**config.mk**
```make
export PLATFORM = sky130hd
export DESIGN_NAME = control_ascensor
export DESIGN_NICKNAME = d
export VERILOG_FILES = /design/src/rtl/control_ascensor_pkg.sv /design/src/rtl/control_ascensor_req_latch.sv /design/src/rtl/control_ascensor.sv
export SDC_FILE = /design/constraint.sdc
export NUM_CORES = 1
export LEC_CHECK = 0
export CAP_MARGIN = 10
export CORE_AREA = 2 2 47 49
export CTS_CLUSTER_SIZE = 8
export DETAILED_ROUTE_END_ITERATION = 6
export DIE_AREA = 0 0 49 51
export PLACE_DENSITY = 0.71
export SETUP_SLACK_MARGIN = 0.5
export SYNTH_ARGS = -nofsm -noshare
export SYNTH_HDL_FRONTEND = slang
export SYNTH_SLANG_ARGS = --single-unit
```
**constraint.sdc**
```tcl
create_clock -name clk -period 2.6 [get_ports clk]
set_input_delay 0.26 -clock clk [delete_from_list [all_inputs] [get_ports clk]]
set_output_delay 0.26 -clock clk [all_outputs]
set_load 0.05 [all_outputs]
```
**src/rtl/control_ascensor_pkg.sv**
```systemverilog
// rtl/control_ascensor_pkg.sv - state encodings and counter-drive constants for the elevator controller
package control_ascensor_pkg;

  typedef enum logic [1:0] {
    S_IDLE = 2'd0,
    S_DOOR = 2'd1,
    S_UP   = 2'd2,
    S_DOWN = 2'd3
  } state_t;

  localparam logic MODO_LOAD  = 1'b1;
  localparam logic MODO_COUNT = 1'b0;

  localparam logic DIR_UP = 1'b1;
  localparam logic DIR_DN = 1'b0;

endpackage

```
**src/rtl/control_ascensor_req_latch.sv**
```systemverilog
// rtl/control_ascensor_req_latch.sv - latched floor calls with clear and above/below/here flags
module control_ascensor_req_latch #(
  parameter int N_FLOORS = 4,
  parameter int FLOOR_W  = 2
) (
  input  logic                clk,
  input  logic                reset,
  input  logic [N_FLOORS-1:0] call,
  input  logic                clr_en,
  input  logic [FLOOR_W-1:0]  clr_floor,
  input  logic [FLOOR_W-1:0]  eval_floor,
  output logic [N_FLOORS-1:0] pending,
  output logic                here,
  output logic                above,
  output logic                below
);

  logic [N_FLOORS-1:0] pending_q, pending_d, clr_mask;

  always_comb begin
    clr_mask = '0;
    here     = 1'b0;
    above    = 1'b0;
    below    = 1'b0;
    for (int i = 0; i < N_FLOORS; i++) begin
      clr_mask[i] = clr_en && (int'(clr_floor) == i);
      if (int'(eval_floor) == i) here  = pending_q[i];
      if (i > int'(eval_floor))  above = above | pending_q[i];
      if (i < int'(eval_floor))  below = below | pending_q[i];
    end
    // Clear wins, so a call at the open floor is absorbed.
    pending_d = (pending_q | call) & ~clr_mask;
  end

  always_ff @(posedge clk) begin
    if (reset) pending_q <= '0;
    else       pending_q <= pending_d;
  end

  assign pending = pending_q;

endmodule

```
**src/rtl/control_ascensor.sv**
```systemverilog
// rtl/control_ascensor.sv - elevator control FSM timing door and travel through an external 4-bit counter
import control_ascensor_pkg::*;

module control_ascensor #(
  parameter int         N_FLOORS = 4,
  parameter int         FLOOR_W  = 2,
  parameter logic [3:0] DOOR_T   = 4'd8,
  parameter logic [3:0] TRAVEL_T = 4'd5
) (
  input  logic                clk,
  input  logic                reset,
  input  logic [N_FLOORS-1:0] call,
  input  logic [3:0]          Q,
  output logic                enb,
  output logic                modo,
  output logic [3:0]          data,
  output logic [FLOOR_W-1:0]  floor,
  output logic                door_open,
  output logic                moving_up,
  output logic                moving_dn,
  output logic [N_FLOORS-1:0] pending
);

  state_t             state_q, state_d;
  logic               armed_q, armed_d;
  logic               dir_q, dir_d;
  logic [FLOOR_W-1:0] floor_q, eval_floor;
  logic               timed, expire, here, above, below;
  logic [3:0]         t_limit;

  assign timed   = (state_q != S_IDLE);
  assign t_limit = (state_q == S_DOOR) ? DOOR_T : TRAVEL_T;
  // Q is only trusted once the load cycle has passed.
  assign expire  = timed && armed_q && (Q == t_limit);

  always_comb begin
    eval_floor = floor_q;
    if (expire && state_q == S_UP)   eval_floor = floor_q + 1'b1;
    if (expire && state_q == S_DOWN) eval_floor = floor_q - 1'b1;
  end

  control_ascensor_req_latch #(
    .N_FLOORS(N_FLOORS),
    .FLOOR_W (FLOOR_W)
  ) u_req_latch (
    .clk       (clk),
    .reset     (reset),
    .call      (call),
    .clr_en    (state_q == S_DOOR),
    .clr_floor (floor_q),
    .eval_floor(eval_floor),
    .pending   (pending),
    .here      (here),
    .above     (above),
    .below     (below)
  );

  always_comb begin
    state_d = state_q;
    armed_d = armed_q;
    dir_d   = dir_q;
    enb     = 1'b0;
    modo    = MODO_COUNT;
    if (timed) begin
      enb     = 1'b1;
      modo    = armed_q ? MODO_COUNT : MODO_LOAD;
      armed_d = 1'b1;
    end
    if (expire) armed_d = 1'b0;
    if (!timed || expire) begin
      if (here) begin
        state_d = S_DOOR;
      end else if ((dir_q == DIR_UP) ? above : below) begin
        state_d = (dir_q == DIR_UP) ? S_UP : S_DOWN;
      end else if ((dir_q == DIR_UP) ? below : above) begin
        dir_d   = ~dir_q;
        state_d = (dir_q == DIR_UP) ? S_DOWN : S_UP;
      end else begin
        state_d = S_IDLE;
      end
    end
    if (reset) begin
      enb  = 1'b0;
      modo = MODO_COUNT;
    end
  end

  always_ff @(posedge clk) begin
    if (reset) begin
      state_q <= S_IDLE;
      armed_q <= 1'b0;
      dir_q   <= DIR_UP;
      floor_q <= '0;
    end else begin
      state_q <= state_d;
      armed_q <= armed_d;
      dir_q   <= dir_d;
      floor_q <= eval_floor;
    end
  end

  assign data      = 4'd0;
  assign floor     = floor_q;
  assign door_open = !reset && (state_q == S_DOOR);
  assign moving_up = !reset && (state_q == S_UP);
  assign moving_dn = !reset && (state_q == S_DOWN);

endmodule

```
After elaboration in Yosys (flattened, before gate mapping)
Index checks and enable logic that the tools add are counted.
{"block": "op_classes", "addsub": 2, "n_lt_le_gt_ge": 6, "n_eq_ne": 10, "mux": 25, "bitwise_logic": 10, "n_reduce_logical": 19}
{"cell": "1-bit two-way mux", "n": 19}
{"cell": "2-bit equality test, second input constant", "n": 6}
{"cell": "1-bit logical AND", "n": 11}
{"cell": "2-bit two-way mux", "n": 5}
{"cell": "2-bit by 1-bit equality test with 1-bit output, second input constant", "n": 3}
{"cell": "4-bit bitwise AND", "n": 1}
{"cell": "4-bit equality test", "n": 1}
{"cell": "2-bit > comparator, first input constant", "n": 2}
{"cell": "2-bit zero test", "n": 2}
{"cell": "1-bit by 2-bit < comparator with 1-bit output, first input constant", "n": 2}
{"cell": "4-bit two-way mux", "n": 1}
{"cell": "4-bit inverter", "n": 1}
{"cell": "1-bit bitwise OR", "n": 4}
{"cell": "4-bit bitwise OR", "n": 1}
{"cell": "4-bit AND reduction", "n": 1}
{"cell": "1-bit inverter", "n": 3}
{"cell": "2-bit by 1-bit adder with 2-bit output, second input constant", "n": 1}
{"cell": "1-bit by 2-bit > comparator with 1-bit output, first input constant", "n": 1}
{"cell": "1-bit zero test", "n": 2}
{"cell": "2-bit < comparator, first input constant", "n": 1}
{"cell": "2-bit nonzero test", "n": 1}
{"cell": "2-bit OR reduction", "n": 1}
{"cell": "2-bit by 1-bit subtractor with 2-bit output, second input constant", "n": 1}
{"cell": "1-bit logical OR", "n": 1}
{"block": "totals", "ff_bits": 10, "input_bits": 10, "output_inout_bits": 15, "word_cells": 77}

Longest topological paths before layout
Gate-level depths: netlist (run 1).
{"block": "logic_depth", "ltp_word": 17, "ltp_mapped": 9}

By module
From an unflattened synthesis (run 1), not the netlist that was laid out.
{"block": "hier_totals", "hier_cells": 75, "area_unflattened_um2": 615.6}
{"mod": "control_ascensor", "n_inst": 1, "cells_per_inst": 50, "area_each_um2": 414.1}
{"mod": "control_ascensor_req_latch", "n_inst": 1, "cells_per_inst": 25, "area_each_um2": 201.4}

Least setup slack after synthesis (run 1)
OpenSTA, ideal clock, no wires.
{"block": "synth_timing", "kind": "register -> register", "startpoint": "reg floor_q[0] (netlist: floor[0])", "endpoint": "reg dir_q", "arrival_time_ns": 2.747, "required_time_ns": 2.484, "slack_ns": -0.263, "path_stages_with_launch": 9, "n_path_buf": 1, "period_less_slack_ns": 2.863, "cell_sequence": "dfxtp_1 buf_2 inv_1 ha_1 xnor2_1 or3_1 o221ai_2 or4b_1 and4_1"}
{"block": "synth_between", "elab_chain_cells": 12, "elab_cells_between_ends": 33, "cone_classes": "add/sub: 2; order compare: 6; eq/ne: 3; mux: 14; bitwise: 6; reduce/logical: 2"}
{"item": "start: declaration", "line": "control_ascensor.sv:27", "text": "logic [FLOOR_W-1:0] floor_q, eval_floor;"}
{"item": "start signal: assignment", "line": "control_ascensor.sv:98", "text": "floor_q <= eval_floor;"}
{"item": "2-bit by 1-bit adder with 2-bit output", "line": "control_ascensor.sv:38", "text": "if (expire && state_q == S_UP) eval_floor = floor_q + 1'b1;"}
{"item": "2-bit two-way mux", "line": "control_ascensor.sv:38"}
{"item": "2-bit two-way mux (*)", "line": "control_ascensor.sv:39", "text": "if (expire && state_q == S_DOWN) eval_floor = floor_q - 1'b1;"}
{"item": "1-bit by 2-bit < comparator with 1-bit output / 1-bit by 2-bit > comparator with 1-bit output (equally long branches)", "line": "control_ascensor_req_latch.sv:29, control_ascensor_req_latch.sv:28"}
{"item": "1-bit two-way mux, on equally long branches", "line": "control_ascensor_req_latch.sv:29, control_ascensor_req_latch.sv:28"}
{"item": "1-bit bitwise OR, on equally long branches", "line": "control_ascensor_req_latch.sv:29, control_ascensor_req_latch.sv:28"}
{"item": "1-bit two-way mux, on equally long branches", "line": "control_ascensor_req_latch.sv:29, control_ascensor_req_latch.sv:28"}
{"item": "1-bit bitwise OR, on equally long branches", "line": "control_ascensor_req_latch.sv:29, control_ascensor_req_latch.sv:28"}
{"item": "1-bit two-way mux, on equally long branches", "line": "control_ascensor_req_latch.sv:29, control_ascensor_req_latch.sv:28"}
{"item": "1-bit two-way mux", "line": "control_ascensor.sv:73", "text": "end else if ((dir_q == DIR_UP) ? above : below) begin"}
{"item": "1-bit inverter (no line)"}
{"item": "4-bit AND reduction (no line) (*)"}
{"item": "end signal: assignment", "line": "control_ascensor.sv:97", "text": "dir_q <= dir_d;"}
{"item": "end: declaration", "line": "control_ascensor.sv:26", "text": "logic dir_q, dir_d;"}
Mark *: on every way between the ends. The rest lies on a longest branch, timed or not.
A chain may end at the register's enable or synchronous reset.

Worst setup path after layout (run 1)
{"block": "layout_timing", "startpoint": "reg floor_q[1] (netlist: floor[1])", "endpoint": "reg dir_q"}
Same word-level chain as after synthesis.

==> results of run 1 <==
-- tightest hold or removal path, cell delays in order, from the launching register on --
cell and delay [ps]:
dfxtp_1 340, nand2_1 70, a21oi_1 50
-- flip-flops by register name (all words and copies together) (netlist names) --
name / cells
armed_q: 1
dir_q: 1
floor: 2
state_q: 2
u_req_latch.pending: 4
-- power by group through the flow --
stage          Combinational (mW)  Clock (mW)  Sequential, mW
2_1_floorplan               0.106           0           0.200
3_3_place_gp                0.169           0           0.187
3_5_place_dp                0.170           0           0.188
4_1_cts                     0.170       0.152           0.183
5_1_grt                     0.190       0.163           0.187
6_report                    0.176       0.149           0.184
-- kinds of logic after synthesis --
logic type	after synthesis	synth area share, %
flip-flops	10	26.9
other	1	0.504
adder cells (fa/ha/maj)	4	6.72
buffers and inverters	9	6.72
XOR/XNOR	2	2.35
AND/OR/NAND/NOR	40	29.7
AO/OA/AOI/OAI	24	21.7
multiplexers	4	5.38
-- per-layer routing --
layer  GRT usage (%)  routed length (um)  up-vias  share of wire [%]
li1                -                   -      391                  -
met1            18.4                 838      366                 44
met2            30.4                 929       25                 49
met3            2.92                  97        3                5.1
met4            11.0                  34        0                1.8
met5               0                   0        -                  0
-- repair_timing --
item                       in CTS  in global routing
pin swaps                       3                  4
buffers inserted                4                  1
hold buffers                    0                  0
gates resized for setup         2                  4
setup endpoints to repair       2                  1
-- area by class of cell --
cell class,instances,area (um2),area share [%]
Clock buffer,4,36.3,3.27
Inverter,3,17.5,1.58
Multi-Input combinational cell,78,573,51.6
Sequential cell,10,208,18.7
Tap cell,28,35.0,3.15
Timing Repair Buffer,27,241,21.7
-- metrics by stage --
step                      total power [mW]  hold WS, ps  utilization [%]
after floorplan                      0.306          333                -
after global placement               0.355          486             49.2
after detailed placement             0.358          501             49.2
after CTS                            0.506          508             52.5
after global routing                 0.540          540             53.9
final                                0.510          506             53.9
-- synthesized netlist by cell type (2+ instances only) --
cell type | count | share of area [%]
nand3b_1 | 2 | 2.0
inv_1 | 3 | 1.5
nand3_1 | 2 | 1.3
nor2_1 | 13 | 6.6
and3b_1 | 2 | 2.4
mux2i_1 | 4 | 5.4
xnor2_1 | 2 | 2.4
ha_1 | 4 | 6.7
buf_4 | 4 | 4.0
a21oi_1 | 9 | 6.0
a211oi_1 | 5 | 5.0
o21ai_0 | 2 | 1.3
nor3b_1 | 2 | 2.0
nor2b_1 | 4 | 3.4
nand2_1 | 6 | 3.0
dfxtp_1 | 10 | 27
-- path summary, 6_finish.rpt --
check                           slack, ps      end  depth (start not counted)     start
worst max-delay path                  470    dir_q                          7  floor[1]
worst min-delay path                  510  armed_q                          2   armed_q
worst max register to register        470    dir_q                          7  floor[1]
worst min register to register        510  armed_q                          2   armed_q
==> summary by stage, run 1 <==
Run status
The flow ran to the end, and the final reports show no timing, DRC or antenna violations.

Worst setup path
The arrival time at the worst endpoint is 2300 ps. The slowest stage of the critical path is the or4b_1 cell. On the critical path the largest part of the delay comes from simple AND/OR/NAND/NOR gates.

STA classifies the critical path startpoint as a flip-flop. Traced cell by cell, the critical path runs through clkinvlp_4 -> ha_4 -> xnor2_4 -> or3_4 -> o221ai_4 -> or4b_1 -> and4_1. The data required time of the critical path is approximately 2800 ps. STA classifies the critical path endpoint as a flip-flop. The maximum cell stage delay along the critical path is 440 ps.

The type of the setup path with the least slack is flip-flop to flip-flop. Counting both buffers and inverters, the worst setup path holds a total of 1. The largest fanout on the critical path is 5.

Global routing
The via count of the first global-routing pass came to 767. The total congestion overflow after global routing is 0. The initial antenna violation count is 0. The first-pass GRT wire length is 3.27 mm.

Entering global routing, the biggest net connects 16 pins. In the global route stage, overall resource usage came out at 16.9%.

Route
The detailed-route via count is 785. The remaining routing DRC violations is 0. The first-pass detailed-route iteration total is 4. The number of DRC violations after detailed-routing iteration 0 is 9.

The wire length reported by the detailed router is 1.90 mm. After detailed routing, the average wire length per cell comes to 12.7 um. After detailed routing, the number of vias per cell comes to between 5 and 6. In this run the remaining antenna-violating nets after routing total 0.

Synth
The predominant post-synthesis flop cell is dfxtp_1. The cell count after synthesis is 94. The distinct cell type count of the synthesized netlist is 36. The number of enable-type register cells in the synthesized netlist is 0. The register bit total from synthesis is 10. The share of the Yosys chip area taken by registers is 26.9%. The mean post-synth cell area is slightly below 8 um2.

The count of warnings emitted by yosys is 0. Of all flip-flops after synthesis, the portion carrying an async set or reset was 0%. The synthesized netlist occupies a cell area of 744 um2.

Clocking
No sink is reached through more buffers than the 2 on the longest clock path. The TritonCTS buffer count is 3. TritonCTS built the clock tree. Clock-pin slew was measured on the worst setup and hold paths at 70 ps.

Clock tree synthesis selected as its root buffer the cell clkbuf_4. In this run the number of H-tree levels came out at 1. Clock tree synthesis found a total of 10 sinks.

The source-to-sink clock delay at the later pin of the worst-skew pair is 280 ps.

Placement
The HPWL after detailed placement is roughly 1.4 mm. The setup slack at placement is about 240 ps. The count of buffers added on input and output ports is 20. The placed instance count is 141. The cell area reported after detailed placement is 0.00101 mm2.

The final weighted congestion in routability-driven placement is 0.804.

Final layout
The finished layout holds 150 standard cells, fillers aside. From synthesis to final layout, the design area changed by 49.2%. In the final design database the tool counted 137 nets. The cell area after layout is 0.00111 mm2. In the final layout, the share of cells above drive strength 1 is a little under a quarter. The number of antenna diodes is 0. The leading cell type in the layout, fill and taps excluded is clkdlybuf4s50_1. In the layout the commonest cells are clkdlybuf4s50_1 (15), nor2_1 (12), buf_4 (11), a21oi_1 (8), dfxtp_1 (8). The layout filler cell count is about 210.

Power
VDD sags by at most 0.268 mV. Per report_power, the sequential group accounts for 36.1% of the total. For this design the ratio of total power to cell area is 459 mW/mm2.

The relative contribution of the clock network to total power is between 20 and 30%. The analysis attributes to cell leakage a power of 0.428 nW. In this run the power spent charging and discharging nets is 0.192 mW.

Net switching is 37.7% of the power. Internal power comes to 0.318 mW. In this run, the combinational gates consume between 30 and 40% of the power.

STA
The clock tree skew after final layout is around 1.9 ps. The number of failing hold endpoints at the final stage is 0. Setup repair after global routing could not meet its margin everywhere. Counting I/O delays and the setup requirement, the final critical path takes 2130 ps. In the post-route analysis, the smallest setup slack over all paths is 474 ps. The maximum achievable frequency is 0.470 GHz. The final max-slew violation count is 0.

Setup total negative slack on the finished layout was measured at 0 ps. Setup violations remaining at the end of the flow were counted as 0. The share of the cycle needed by the critical path after routing is 81.8%.

Headroom to the max-slew limit came out at 66.9%. At the pin with the least slew margin, the transition time is 496 ps.

Floorplan
The floorplan step set the die width to 49 um. The height of the die is 51 um. Pin placement for this block handled 25 I/O pins. The area of the die is about 0.0025 mm2. The floorplan has 17 rows.

The initial utilization of the core area, before any placement, comes to 36.1%. In this run the standard cell core region covers a little over 0.002 mm2.

Run
The number of violations of the max-capacitance limit is 0.

Min path
In this run the worst hold path is classified as flip-flop to flip-flop.
Power figures use the tool's default switching activity.
==> run 2, diff against run 1 <==
Clock period 2.6 ns to 1.89 ns, I/O delays scaled along.
==> summary by stage, run 2 (synthesis gave the netlist of run 1 again) <==
Run status
Run status: finished, violations left (was finished, final reports clean). The final reports fail on negative setup slack.

Route
The remaining antenna violation count was 0 (unchanged). The met3 wirelength from detailed routing is 88 um (was 97 um). The wire length reported by the detailed router is 2.19 mm (was 1.90 mm). The first-pass detailed-route iteration total is 4 (unchanged). The remaining routing DRC violations came to 0 (unchanged). The post-route met1 wirelength is 896 um (was 838 um).

The average routed wire per standard cell is 13.2 um (was 12.7 um). The highest layer used for signal routing was met4 (unchanged). The via-per-instance ratio came to 5.24 (was 5.23). The detailed-route via count was 865 (was 785). The number of DRC violations after detailed-routing iteration 0 is 14 (was 9). The detailed-routed wire length on met2 is 1.16 mm (was 929 um).

Placement
The number of buffer cells added on primary ports is 20 (unchanged). The setup slack at placement is -394 ps (was 243 ps). The placed instance count came to 156 (was 141).

The final weighted congestion in routability-driven placement is 0.857 (was 0.804). The total half-perimeter wirelength after legalization and detailed placement was 1.55 mm (was 1.35 mm).

Clocking
The clock-pin slew of the registers on the worst-case setup and hold paths came to 70 ps (about the same). The buffer cell driving the clock tree root is clkbuf_4 (unchanged). The clock sink total is 10 (unchanged).

The maximum clock path buffer count came to 2 (unchanged). The count of H-tree levels built during CTS is 1 (unchanged). The source-to-sink clock delay at the later pin of the worst-skew pair came to 280 ps (about the same).

The clock tree from TritonCTS is done (unchanged). The number of buffers inserted by hold repair at cts is 0 (unchanged). The TritonCTS buffer count is 3 (unchanged).

Global routing
The initial antenna violation count was 0 (unchanged). The via count of the first global-routing pass is 864 (was 767). The pin count of the biggest net entering global routing is 14 (was 16).

The first-pass GRT wire length is 3.71 mm (was 3.27 mm). The overall track demand over capacity in global routing is 19.2% (was 16.9%). The total congestion overflow after global routing is 0 (unchanged).

Min path
The launch point of the worst hold path was reset (was armed_q). The worst hold path class is primary input to flip-flop (was flip-flop to flip-flop).

Worst setup path
The data required time of the critical path is 2060 ps (was 2770 ps). The endpoint class of the critical path is a flip-flop (unchanged). The startpoint kind of the worst setup timing path is a flip-flop (unchanged). The type of the setup path with the least slack is flip-flop to flip-flop (unchanged).

Cells along the critical path: inv_4 -> ha_4 -> xnor2_4 -> buf_6 -> mux2i_1 -> mux2i_2 -> o2bb2ai_2 -> or4b_1 -> and4_1 (was clkinvlp_4 -> ha_4 -> xnor2_4 -> or3_4 -> o221ai_4 -> or4b_1 -> and4_1). The maximum cell stage delay along the critical path is 450 ps (was 440 ps). The critical register-to-register path startpoint is floor[1] (unchanged). The critical-path cell with the highest stage delay was or4b_1 (unchanged). The largest fanout on the critical path was 4 (was 5).

The source of the critical timing path is floor[1] (unchanged). The arrival time at the worst endpoint is 2250 ps (was 2300 ps).

Floorplan
The area of the die came to 0.00250 mm2 (unchanged). The chip width was 49 um (unchanged). The number of ports placed on the die boundary was 25 (unchanged). The core footprint came to 0.00206 mm2 (unchanged). The height of the die was 51 um (unchanged). The number of core rows is 17 (unchanged).

The starting density of the core is 36.1% (unchanged).

STA
The share of the cycle needed by the critical path after routing came to 110% (was 81.8%). The clock tree skew after final layout is 7.99 ps (was 1.87 ps). The worst-case setup margin in the final layout came to -193 ps (was 474 ps). The number of setup violations in the final report is 3 (was 0). The worst hold slack across all endpoints came to 318 ps (was 506 ps). The number of failing hold endpoints at the final stage is 0 (unchanged). The maximum achievable frequency is 0.480 GHz (was 0.470 GHz).

The clock period minus final worst setup slack is 2080 ps (was 2130 ps). The final max-slew violation count is 0 (unchanged). Setup repair after global routing missed its margin: true (unchanged).

Final layout
The fraction of layout instances using a drive strength above 1 is 46.0% (was 23.0%). The area growth from synthesis to final layout came to 82.2% (was 49.2%). The final design utilization is 65.7% (was 53.9%). The post-route non-filler standard cell count is 165 (was 150). The leading cell type in the layout, fill and taps excluded is buf_4 (was clkdlybuf4s50_1). The flip-flop count of the largest register, all copies and words added is 4 (unchanged). The number of antenna diodes is 0 (unchanged). The number of nets in the finished design is 152 (was 137). Most frequent cells in the layout: buf_4 (18), nor2_1 (8), clkdlybuf4s50_1 (7) (was clkdlybuf4s50_1 (15), nor2_1 (12), buf_4 (11), a21oi_1 (8), dfxtp_1 (8)).

Power
The leakage component of the power is 0.554 nW (was 0.428 nW). The peak supply drop was 0.473 mV (was 0.268 mV). The overall power is 0.776 mW (was 0.510 mW). The switching part of the total is 38.2% (was 37.7%). The power per unit of standard cell area is 572 mW/mm2 (was 459 mW/mm2).

The net switching component of the power is 0.296 mW (was 0.192 mW). The internal power summed over all cells is 0.480 mW (was 0.318 mW). The power share of the sequential group is 32.7% (was 36.1%). The power share of the combinational group is 46.1% (was 34.6%).

The relative contribution of the clock network to total power is 21.2% (was 29.3%).

Run
The number of violations of the max-capacitance limit is 0 (unchanged).
run 2: cell type report:
cell class                      instances  area [um2]
Fill cell                             178         707
Multi-Input combinational cell         78         637
Timing Repair Buffer                   42         429
Sequential cell                        10         213
Tap cell                               28        35.0
Clock buffer                            4        26.3
Inverter                                3        16.3
run 2: final timing paths:
kind | to | slack (ps) | cells past startpoint
setup reg to reg | dir_q | -190 | 9
setup / recovery | dir_q | -190 | 9
hold / removal | floor[0] | 320 | 2
hold reg to reg | u_req_latch.pending[3] | 570 | 2
run 2: power groups by stage:
stage                     Clock [mW]  Combinational (mW)  Sequential (mW)
after detailed placement           0               0.302            0.254
after floorplan                    0               0.149            0.275
after global routing           0.178               0.377            0.257
after global placement             0               0.297            0.251
final                          0.165               0.358            0.254
after CTS                      0.167               0.328            0.250
run 2: through the flow:
stage / area, um2 / TNS (ps)
after floorplan: 832 / -428
after global placement: 1200 / -434
after detailed placement: 1200 / -589
after CTS: 1290 / -293
after global routing: 1360 / -585
final: 1360 / -335
run 2: routing by layer:
metal	global-route usage, %	up-vias
li1	-	423
met4	11.4	0
met2	33.8	27
met1	21.8	410
met3	3.22	5
met5	0	-
run 2: repair_timing:
action / CTS / global route
pin swaps: 5 / 6
gates resized for setup: 26 / 24
buffers inserted: 5 / 0
endpoints found under the setup margin: 15 / 13
run 2: critical path: cells and delay by family (launching register included):
kind / cells / cell delay [ps]
compound gates: 1 / 100
xor+xnor: 1 / 180
fa+ha+maj: 1 / 240
buf+inv: 2 / 170
flops: 1 / 360
mux: 2 / 310
simple gates: 2 / 600
